==> src/rtl/ram_access_arbiter.sv <==
// Two-port round-robin arbiter in front of an internal single-port RAM.
// One access is in flight at a time; reads hold their response until the owner accepts it.
module ram_access_arbiter #(
   parameter int DATA_WIDTH = 8,
   parameter int ADDR_WIDTH = 2
) (
   input  logic                  clk,
   input  logic                  rst,
   input  logic                  req0_valid,
   output logic                  req0_ready,
   input  logic                  req0_we,
   input  logic [ADDR_WIDTH-1:0] req0_addr,
   input  logic [DATA_WIDTH-1:0] req0_wdata,
   output logic                  rsp0_valid,
   input  logic                  rsp0_ready,
   output logic [DATA_WIDTH-1:0] rsp0_rdata,
   input  logic                  req1_valid,
   output logic                  req1_ready,
   input  logic                  req1_we,
   input  logic [ADDR_WIDTH-1:0] req1_addr,
   input  logic [DATA_WIDTH-1:0] req1_wdata,
   output logic                  rsp1_valid,
   input  logic                  rsp1_ready,
   output logic [DATA_WIDTH-1:0] rsp1_rdata,
   output logic                  busy
);

   localparam int DEPTH = 2 ** ADDR_WIDTH;

   typedef enum logic [1:0] {
      IDLE   = 2'd0,
      ACCESS = 2'd1,
      RESP   = 2'd2
   } state_t;

   state_t                r_state;
   state_t                w_nextState;
   logic                  r_lastGrant;
   logic                  r_owner;
   logic                  r_we;
   logic [ADDR_WIDTH-1:0] r_addr;
   logic [DATA_WIDTH-1:0] r_wdata;
   logic [DATA_WIDTH-1:0] r_rdata;
   logic [DATA_WIDTH-1:0] r_mem [DEPTH];
   logic                  w_grant0;
   logic                  w_grant1;
   logic                  w_accept;
   logic                  w_rspTaken;

   // On a tie the port that was not granted last wins.
   always_comb begin
      w_grant0 = 1'b0;
      w_grant1 = 1'b0;
      if (r_state == IDLE) begin
         if (req0_valid && req1_valid) begin
            w_grant0 = r_lastGrant;
            w_grant1 = ~r_lastGrant;
         end else begin
            w_grant0 = req0_valid;
            w_grant1 = req1_valid;
         end
      end
   end

   assign w_accept   = w_grant0 | w_grant1;
   assign w_rspTaken = r_owner ? rsp1_ready : rsp0_ready;

   always_comb begin
      w_nextState = r_state;
      case (r_state)
         IDLE:    if (w_accept) w_nextState = ACCESS;
         ACCESS:  w_nextState = r_we ? IDLE : RESP;
         RESP:    if (w_rspTaken) w_nextState = IDLE;
         default: w_nextState = IDLE;
      endcase
   end

   always_ff @(posedge clk or posedge rst) begin
      if (rst) begin
         r_state <= IDLE;
      end else begin
         r_state <= w_nextState;
      end
   end

   always_ff @(posedge clk or posedge rst) begin
      if (rst) begin
         r_lastGrant <= 1'b1;
         r_owner     <= 1'b0;
         r_we        <= 1'b0;
         r_addr      <= '0;
         r_wdata     <= '0;
      end else if (w_accept) begin
         r_lastGrant <= w_grant1;
         r_owner     <= w_grant1;
         r_we        <= w_grant1 ? req1_we    : req0_we;
         r_addr      <= w_grant1 ? req1_addr  : req0_addr;
         r_wdata     <= w_grant1 ? req1_wdata : req0_wdata;
      end
   end

   // Writes commit here, so any later grant already sees the new word.
   always_ff @(posedge clk or posedge rst) begin
      if (rst) begin
         for (int i = 0; i < DEPTH; i++) begin
            r_mem[i] <= '0;
         end
      end else if (r_state == ACCESS && r_we) begin
         r_mem[r_addr] <= r_wdata;
      end
   end

   always_ff @(posedge clk or posedge rst) begin
      if (rst) begin
         r_rdata <= '0;
      end else if (r_state == ACCESS && !r_we) begin
         r_rdata <= r_mem[r_addr];
      end
   end

   assign req0_ready = w_grant0;
   assign req1_ready = w_grant1;
   assign rsp0_valid = (r_state == RESP) && !r_owner;
   assign rsp1_valid = (r_state == RESP) && r_owner;
   assign rsp0_rdata = r_rdata;
   assign rsp1_rdata = r_rdata;
   assign busy       = (r_state != IDLE);

endmodule

==> config.mk <==
export PLATFORM = sky130hd
export DESIGN_NAME = ram_access_arbiter
export DESIGN_NICKNAME = d
export VERILOG_FILES = /design/src/rtl/ram_access_arbiter.sv
export SDC_FILE = /design/constraint.sdc
export NUM_CORES = 1
export LEC_CHECK = 0
export ABC_AREA = 1
export ABC_CLOCK_PERIOD_IN_PS = 2800
export BUFFER_PORTS_ARGS = -buffer_cell sky130_fd_sc_hd__buf_2
export CAP_MARGIN = 15
export CORE_ASPECT_RATIO = 0.7
export CORE_MARGIN = 3
export CORE_UTILIZATION = 25
export CTS_CLUSTER_DIAMETER = 30
export DETAILED_ROUTE_END_ITERATION = 12
export PLACE_DENSITY = 0.39
export RECOVER_POWER = 50
export SYNTH_ARGS = -nofsm -noshare
export SYNTH_HDL_FRONTEND = slang
export SYNTH_SLANG_ARGS = --single-unit
==> constraint.sdc <==
create_clock -name clk -period 2.8 [get_ports clk]
set_clock_uncertainty 0.05 [all_clocks]
set_input_delay 0.14 -clock clk [delete_from_list [all_inputs] [get_ports clk]]
set_output_delay 0.14 -clock clk [all_outputs]
set_load 0.01 [all_outputs]
==> run_results.csv, run 1 <==
group,metric,value,unit
outcome,run_status,"finished clean",
clocking,cts_tree,"yes",
routing,routed_wirelength,7473,um
power_and_ir_drop,power.density,1100,nW/um2
worst_hold_path,worstHoldPathCells,3,
logic_synthesis,netlist_area,2696,um2
worst_hold_path,min_path_type,"in -> reg",
logic_synthesis,synth_top_area_share,50.12,%
routing,vias,2259,
logic_synthesis,synth-seq-cells,55,
timing,rsz0062_at_grt,"false",
routing,wl_per_cell,14.29,um
power_and_ir_drop,peakVddDrop,282.6,uV
die,die_y,92.89,um
worst_setup_path,required,2.61,ns
die,num_rows,31,
worst_setup_path,worstRegToRegCells,5,
routing,ant_nets,0,
die,initial_core_util,25.84,%
cells_and_area,area_delta_synth_final,15.17,%
global_routing,grt_pass1_wl,12100,um
worst_hold_path,min_from,"req1_wdata[1]",
worst_setup_path,reg2reg_to,"r_wdata[5]",
die,die_x,130.1,um
clocking,htreeDepth,2,
power_and_ir_drop,p_total,3.416,mW
clocking,cts.path.max_buffers,2,
timing,fin_crit_sh,75.85,%
worst_setup_path,worst_setup_path_end_kind,"primary output",
timing,final-setup-viol-count,0,
worst_setup_path,crit_slowest_cell,"dfstp_2",
power_and_ir_drop,p_leak,1.697,nW
worst_hold_path,min_to,"r_wdata[1]",
clocking,clk_pin_slew,0.07,ns
logic_synthesis,postSynthAreaPerCell,7.617,um2
logic_synthesis,yosys_warnings,0,
place,numPortBuffers,48,
timing,layout_setup_ws,0.6763,ns
logic_synthesis,synth_edf_count,0,
worst_setup_path,cp_common_cell,"inv_1",
timing,worst-slew-pin-transition,1.406,ns
place,preCtsSetupSlack,1.012,ns
clocking,cts_hold_buf,0,
global_routing,track_usage,13.19,%
clocking,clockRootBuffer,"clkbuf_16",
routing,routed_via_density,4.319,
logic_synthesis,synthTopCellsByCount,"nand2_1, dfrtp_1, nand3_1, nand4_1, buf_4",
cells_and_area,drive_gt1_share,15.09,%
place,place.gp.congestion,0.7609,
worst_setup_path,crit_path_cell_trace,"inv_1 -> nand2_1 -> nand3_1 -> inv_1 -> buf_2",
timing,period_minus_slack,2.124,ns
clocking,cts_resized,0,
timing,fin_setup_tns,0,ns
worst_setup_path,crit_type,"reg -> out",
die,io_pins,49,
global_routing,grt_max_degree,56,
clocking,postCtsSetupBuffers,0,
logic_synthesis,synthDistinctLibCells,18,
worst_setup_path,cpPeakStageDelay,0.53,ns
die,die_area,12090,um2
routing,drtPass1Iterations,5,
timing,fmax,470.9,MHz
logic_synthesis,yosysTopAreaCell,"dfrtp_1",
clocking,cts.sinks,55,
worst_setup_path,cpLargestDelayFamily,"simple AND/OR/NAND/NOR gates",
routing,drtIter0Drc,146,
routing,drc,0,
global_routing,grt_pass1_vias,2260,
worst_setup_path,rrSetupSlack,1.04,ns
logic_synthesis,ys_seq_area_share,51.09,%
die,core-area,10430,um2
cells_and_area,nNetsFinal,418,
global_routing,antenna_found_initial,0,
timing,relSlewSlack,6.248,%
logic_synthesis,synthTopCellsByArea,"dfrtp_1, nand2_1, nand3_1",
logic_synthesis,synth_nets,382,
clocking,insertion_delay,0.29,ns
timing,maxSlewViolCount,0,
worst_setup_path,reg2reg_from,"r_lastGrant",
worst_setup_path,start_kind,"register",
logic_synthesis,ys.flop_type,"dfrtp_1",
worst_setup_path,critPathArrivalTime,1.93,ns
logic_synthesis,synthCells,354,
global_routing,grt-ovfl-total,0,
timing,timing.hold.ws,0.02832,ns
cells_and_area,post-route-util,29.76,%
worst_setup_path,path_max_fanout,13,
flow_run,maxCapViolations,0,
cells_and_area,diodes,0,
timing,finalHoldViolCount,0,
logic_synthesis,async_flop_share,100.0,%
logic_synthesis,synth_most_common_cell,"nand2_1",
worst_setup_path,crit_buf_inv,3,
clocking,cts_buffers,5,
place,place_hpwl,5305,um
-- worst reg2reg max path, stage by stage, from the launching register on --
cell	delay (ns)
dfstp_2	0.53
inv_1	0.05
nand2_1	0.26
nand3_1	0.43
nand3_1	0.21
nand3_1	0.10
-- logic make-up after synthesis --
family	share of synthesized area, %
flops	51.09
compound gates	0.3712
buf+inv	6.635
simple gates	41.90
-- power by group --
group          switching, mW  internal (mW)  total (mW)
Combinational          0.855          0.423        1.28
Clock                  0.277          0.332       0.609
Sequential             0.375           1.15        1.53
-- per-layer routing --
| layer | routed length [um] | share of wire, % | vias to the layer above | GRT usage, % |
|---|---|---|---|---|
| met5 | 0 | 0 | - | 0 |
| met2 | 2930 | 39 | 79 | 17.75 |
| met3 | 551 | 7.4 | 12 | 3.228 |
| li1 | - | - | 1167 | - |
| met4 | 114 | 1.5 | 0 | 3.979 |
| met1 | 3877 | 52 | 1001 | 20.38 |
-- metrics by stage --
step           area (um2)  std cells
4_1_cts              3120        523
6_report             3105        523
3_3_place_gp         2983        515
3_5_place_dp         2983        515
5_1_grt              3105        523
2_1_floorplan        2696        354
-- sequential cells by signal, summed over array words and instances, names as in the netlist --
signal	count
r_mem	32
r_addr	2
r_we	1
r_wdata	8
rsp0_rdata	8
r_owner	1
r_state	2
r_lastGrant	1
-- cell usage in the layout, fill, tap and decap left out, drive strengths merged --
cell type / n
nand3: 25
inv: 11
clkbuf: 18
clkinv: 2
nor3: 1
dfrtp: 54
nand4: 15
nor2: 9
nand2: 214
buf: 39
a21oi: 2
dfstp: 1
-- worst max path at each step --
stage	endpoint	start	cells past startpoint	slack, ns
finish	req0_ready	r_lastGrant	5	0.68
global route	req0_ready	r_lastGrant	5	0.47
CTS	req0_ready	r_lastGrant	5	0.69
detailed placement	req0_ready	r_lastGrant	5	1.01
global placement	r_mem[12]	r_addr[0]	4	1.02
floorplan	r_addr[0]	rst	1	1.27
-- final cells by class --
type                            count  area, um2
Multi-Input combinational cell    266       1140
Inverter                           12      45.04
Timing Repair Buffer               50      240.2
Fill cell                        1172       7328
Clock inverter                      1      5.005
Tap cell                          132      165.2
Clock buffer                        7      132.6
Sequential cell                    55       1378
No activity file was read; power rests on OpenSTA's default activity.
==> run 2, diff against run 1 <==
ABC_CLOCK_PERIOD_IN_PS = 1700   (was 2800)
PLACE_DENSITY = 0.41   (was 0.39)
clock period = 1.7 ns   (was 2.8 ns; I/O delays follow)
==> run_results.csv, run 2 (synthesis results as in run 1) <==
group,metric,value,unit
global_routing,grt_pass1_wl,12280,um
timing,relSlewSlack,47.93,%
timing,maxSlewViolCount,0,
timing,rsz0062_at_grt,"false",
cells_and_area,register_area,1379,um2
cells_and_area,post-route-util,31.66,%
routing,ant_nets,0,
place,place_hpwl,5287,um
place,post-place-cells,522,
routing,routed_wirelength,7340,um
power_and_ir_drop,p_comb_share,39.8,%
outcome,run_status,"finished clean",
global_routing,grt-ovfl-total,0,
place,numPortBuffers,48,
global_routing,track_usage,13.18,%
die,die_y,92.89,um
place,place.gp.congestion,0.7856,
die,die_x,130.1,um
cells_and_area,area_delta_synth_final,22.51,%
cells_and_area,final_cell_mix,"nand2_1, dfrtp_1, buf_2",
clocking,cts.path.max_buffers,2,
clocking,clockRootBuffer,"clkbuf_16",
power_and_ir_drop,p_sw_share,43.24,%
place,place_area,3048,um2
power_and_ir_drop,power.density,1743,nW/um2
power_and_ir_drop,p_int,3.269,mW
worst_setup_path,critPathArrivalTime,1.44,ns
die,initial_core_util,25.84,%
cells_and_area,design_area,3303,um2
worst_hold_path,min_path_type,"in -> reg",
routing,drc,0,
timing,layout_setup_ws,0.1212,ns
power_and_ir_drop,p_leak,1.779,nW
routing,routed_via_density,4.264,
power_and_ir_drop,peakVddDrop,687.4,uV
cells_and_area,top_register,"r_mem",
routing,vias,2311,
clocking,insertion_delay,0.29,ns
cells_and_area,drive_gt1_share,16.34,%
timing,finalHoldViolCount,0,
timing,fin_crit_sh,92.87,%
global_routing,grt_pass1_vias,2339,
routing,drtPass1Iterations,4,
worst_setup_path,worst_setup_path_end_kind,"primary output",
die,io_pins,49,
worst_setup_path,start_kind,"register",
cells_and_area,layout_commonest_cell,"nand2_1",
die,num_rows,31,
die,core-area,10430,um2
power_and_ir_drop,pwr-share-seq,42.5,%
die,die_area,12090,um2
timing,timing.hold.ws,0.01285,ns
timing,fmax,633.4,MHz
timing,worst-slew-pin-transition,0.7810,ns
place,preCtsSetupSlack,0.2271,ns
cells_and_area,diodes,0,
global_routing,antenna_found_initial,0,
worst_setup_path,required,1.56,ns
routing,wl_per_cell,13.54,um
clocking,htreeDepth,2,
cells_and_area,multi_input_area,1160,um2
clocking,postCtsSetupBuffers,0,
worst_setup_path,path_max_fanout,15,
clocking,cts_buffers,5,
cells_and_area,nFillCells,1139,
power_and_ir_drop,p_sw,2.490,mW
clocking,clk_pin_slew,0.07,ns
timing,period_minus_slack,1.579,ns
power_and_ir_drop,pwr-share-clk,17.7,%
cells_and_area,nNetsFinal,437,
cells_and_area,instances_no_fill,542,
routing,drtIter0Drc,118,
cells_and_area,largest_reg_flops,32,
flow_run,maxCapViolations,0,
global_routing,grt_max_degree,56,
clocking,cts.sinks,55,
timing,final-setup-viol-count,0,
worst_setup_path,crit_type,"reg -> out",
clocking,cts_tree,"yes",
timing,fin_setup_tns,0,ns
power_and_ir_drop,p_total,5.759,mW
-- run 2: cell types whose count changed in the layout (fill, tap and decap cells not counted), sizes merged --
cell | before | now
clkbuf | 18 | 19
buf | 39 | 45
dlygate4sd3 | 0 | 12
-- run 2: power by group through the flow --
stage	clock [mW]	sequential (mW)	combinational [mW]
2_1_floorplan	0	2.31	1.73
3_5_place_dp	0	2.47	2.32
4_1_cts	1.05	2.45	2.37
5_1_grt	1.11	2.55	2.66
6_report	1.02	2.45	2.29
3_3_place_gp	0	2.47	2.33
-- run 2: area by class of cell --
class	count	area share [%]
multi-input cells	266	35.11
clock inverters	1	0.1515
well taps	132	5.000
repair buffers	69	12.54
clock buffers	7	4.015
inverters	12	1.439
flip-flops and latches	55	41.74
-- run 2: final timing paths --
check                      slack [ns]  depth (start not counted)       start    endpoint
min                              0.01                          4  rsp1_ready  r_state[1]
min reg2reg                      0.42                          2    r_mem[3]    r_mem[3]
max in group asynchronous        0.54                          4         rst  r_state[1]
max                              0.12                          4  r_state[1]  req1_ready
max reg2reg                      0.26                          5  r_state[0]   r_mem[21]
min in group asynchronous        0.52                          4         rst  r_wdata[4]
-- run 2: what timing repair did --
item,CTS,global route
hold buffers,12,0
setup endpoints to repair,2,1
endpoints found under the hold margin,65,0
pin swaps,0,1
gates resized for setup,3,2
-- run 2: critical path, cell delays in order, from the launching register on --
cell	delay, ns
dfrtp_2	0.47
nor2_4	0.17
nand3_4	0.20
inv_4	0.16
buf_2	0.15
-- run 2: routing by layer --
| layer | part of all wire [%] | GRT usage, % |
|---|---|---|
| met5 | 0 | 0 |
| met1 | 56 | 19.54 |
| met2 | 40 | 19.20 |
| met3 | 3.6 | 3.285 |
| met4 | 0.83 | 2.855 |
==> run 3, diff against run 2 <==
RECOVER_POWER = 100   (was 50)
==> run_results.csv, run 3 (synthesis results as in run 1) <==
group,metric,value,unit
place,preCtsSetupSlack,0.2271,ns
routing,drc,0,
clocking,clockRootBuffer,"clkbuf_16",
worst_hold_path,min_from,"req0_addr[1]",
die,io_pins,49,
clocking,htreeDepth,2,
cells_and_area,final_cell_mix,"nand2_1, dfrtp_1, buf_2",
routing,vias,2320,
die,die_x,130.1,um
die,initial_core_util,25.84,%
worst_setup_path,worstRegToRegCells,6,
timing,worst-slew-pin-transition,0.7762,ns
routing,routed_wirelength,7387,um
cells_and_area,largest_reg_flops,32,
clocking,cts.sinks,55,
timing,fin_crit_sh,93.30,%
timing,maxSlewViolCount,0,
timing,fmax,630.5,MHz
worst_setup_path,crit_type,"reg -> out",
routing,drtIter0Drc,114,
worst_setup_path,start_kind,"register",
global_routing,grt-ovfl-total,0,
timing,layout_setup_ws,0.1139,ns
global_routing,grt_max_degree,56,
power_and_ir_drop,p_leak,1.743,nW
worst_setup_path,rrSetupSlack,0.21,ns
timing,period_minus_slack,1.586,ns
clocking,insertion_delay,0.30,ns
clocking,cts_buffers,5,
routing,wl_per_cell,13.63,um
worst_hold_path,min_path_type,"in -> reg",
routing,ant_nets,0,
place,place.gp.congestion,0.7856,
outcome,run_status,"finished clean",
power_and_ir_drop,power.density,1741,nW/um2
routing,drtPass1Iterations,4,
clocking,cts.path.max_buffers,2,
die,die_area,12090,um2
worst_setup_path,reg2reg_to,"r_mem[24]",
worst_setup_path,path_max_fanout,15,
cells_and_area,nNetsFinal,437,
die,core-area,10430,um2
worst_setup_path,required,1.56,ns
cells_and_area,top_register,"r_mem",
timing,final-setup-viol-count,0,
clocking,clk_pin_slew,0.07,ns
place,place_hpwl,5287,um
timing,rsz0062_at_grt,"false",
worst_hold_path,min_to,"r_addr[1]",
cells_and_area,nFillCells,1145,
global_routing,track_usage,13.18,%
routing,routed_via_density,4.280,
global_routing,antenna_found_initial,0,
cells_and_area,area_delta_synth_final,21.25,%
clocking,cts_tree,"yes",
timing,finalHoldViolCount,0,
global_routing,grt_pass1_vias,2339,
cells_and_area,drive_gt1_share,13.17,%
die,die_y,92.89,um
place,numPortBuffers,48,
flow_run,maxCapViolations,0,
cells_and_area,diodes,0,
clocking,postCtsSetupBuffers,0,
timing,timing.hold.ws,0.01395,ns
timing,fin_setup_tns,0,ns
power_and_ir_drop,peakVddDrop,675.9,uV
timing,relSlewSlack,48.25,%
global_routing,grt_pass1_wl,12280,um
cells_and_area,layout_commonest_cell,"nand2_1",
worst_setup_path,worst_setup_path_end_kind,"primary output",
worst_setup_path,reg2reg_from,"r_state[0]",
worst_hold_path,worstHoldPathCells,3,
die,num_rows,31,
worst_setup_path,critPathArrivalTime,1.45,ns
-- run 3: cell count changes in the layout (fill, tap and decap cells not counted), moves of 2 or more --
cell | before | now
inv_2 | 2 | 0
buf_4 | 8 | 6
inv_1 | 8 | 10
clkbuf_1 | 13 | 22
buf_2 | 37 | 28
clkbuf_2 | 0 | 2
-- run 3: layout make-up --
cell class / instances / area [um2] / area share [%]
clock buffers: 7 / 132.6 / 4.057
clock inverters: 1 / 5.005 / 0.1531
inverters: 12 / 47.55 / 1.454
multi-input cells: 266 / 1144 / 34.98
flip-flops and latches: 55 / 1378 / 42.14
well taps: 132 / 165.2 / 5.052
repair buffers: 69 / 397.9 / 12.17
-- run 3: repair_timing --
action                                 4_1_cts  5_1_grt
endpoints found under the hold margin       65        0
pin swaps                                    0        1
hold buffers                                12        0
setup endpoints to repair                    2        1
gates resized for setup                      3        2
-- run 3: power breakdown --
group	total, mW	leakage [nW]	switching (mW)	internal (mW)
Combinational	2.23	0.969	1.47	0.766
Clock	1.02	0.0679	0.475	0.547
Sequential	2.44	0.706	0.533	1.90
-- run 3: how the worst max path moves through the flow --
stage	startpoint	to	slack [ns]	depth (start not counted)
2_1_floorplan	rst	r_addr[0]	0.22	1
3_3_place_gp	r_state[1]	r_mem[20]	0.24	4
3_5_place_dp	r_state[1]	r_mem[10]	0.23	4
4_1_cts	r_state[1]	req0_ready	0.05	4
5_1_grt	r_state[1]	req1_ready	0.02	4
6_report	r_state[1]	req1_ready	0.11	4
-- run 3: metrics by stage --
step                      instance area [um2]  utilization [%]  power [mW]  instances
after global placement                   3048            29.21       4.796        522
after global routing                     3269            31.33       6.227        542
after CTS                                3321            31.83       5.873        542
after detailed placement                 3048            29.21       4.792        522
after floorplan                          2696                -       4.036        354
final                                    3269            31.33       5.693        542
-- run 3: worst max-delay path, cell delays in order (launching register included) --
cell	delay, ns
dfrtp_1	0.45
nor2_4	0.18
nand3_4	0.20
inv_4	0.16
clkbuf_1	0.16
-- run 3: layer usage --
layer	global-route usage, %	part of all wire [%]	up-vias	wire length, um
met2	19.20	40	53	2958
met3	3.285	3.9	7	288
met4	2.855	0.83	0	61
met1	19.54	55	1053	4079
met5	0	0	-	0
li1	-	-	1207	-
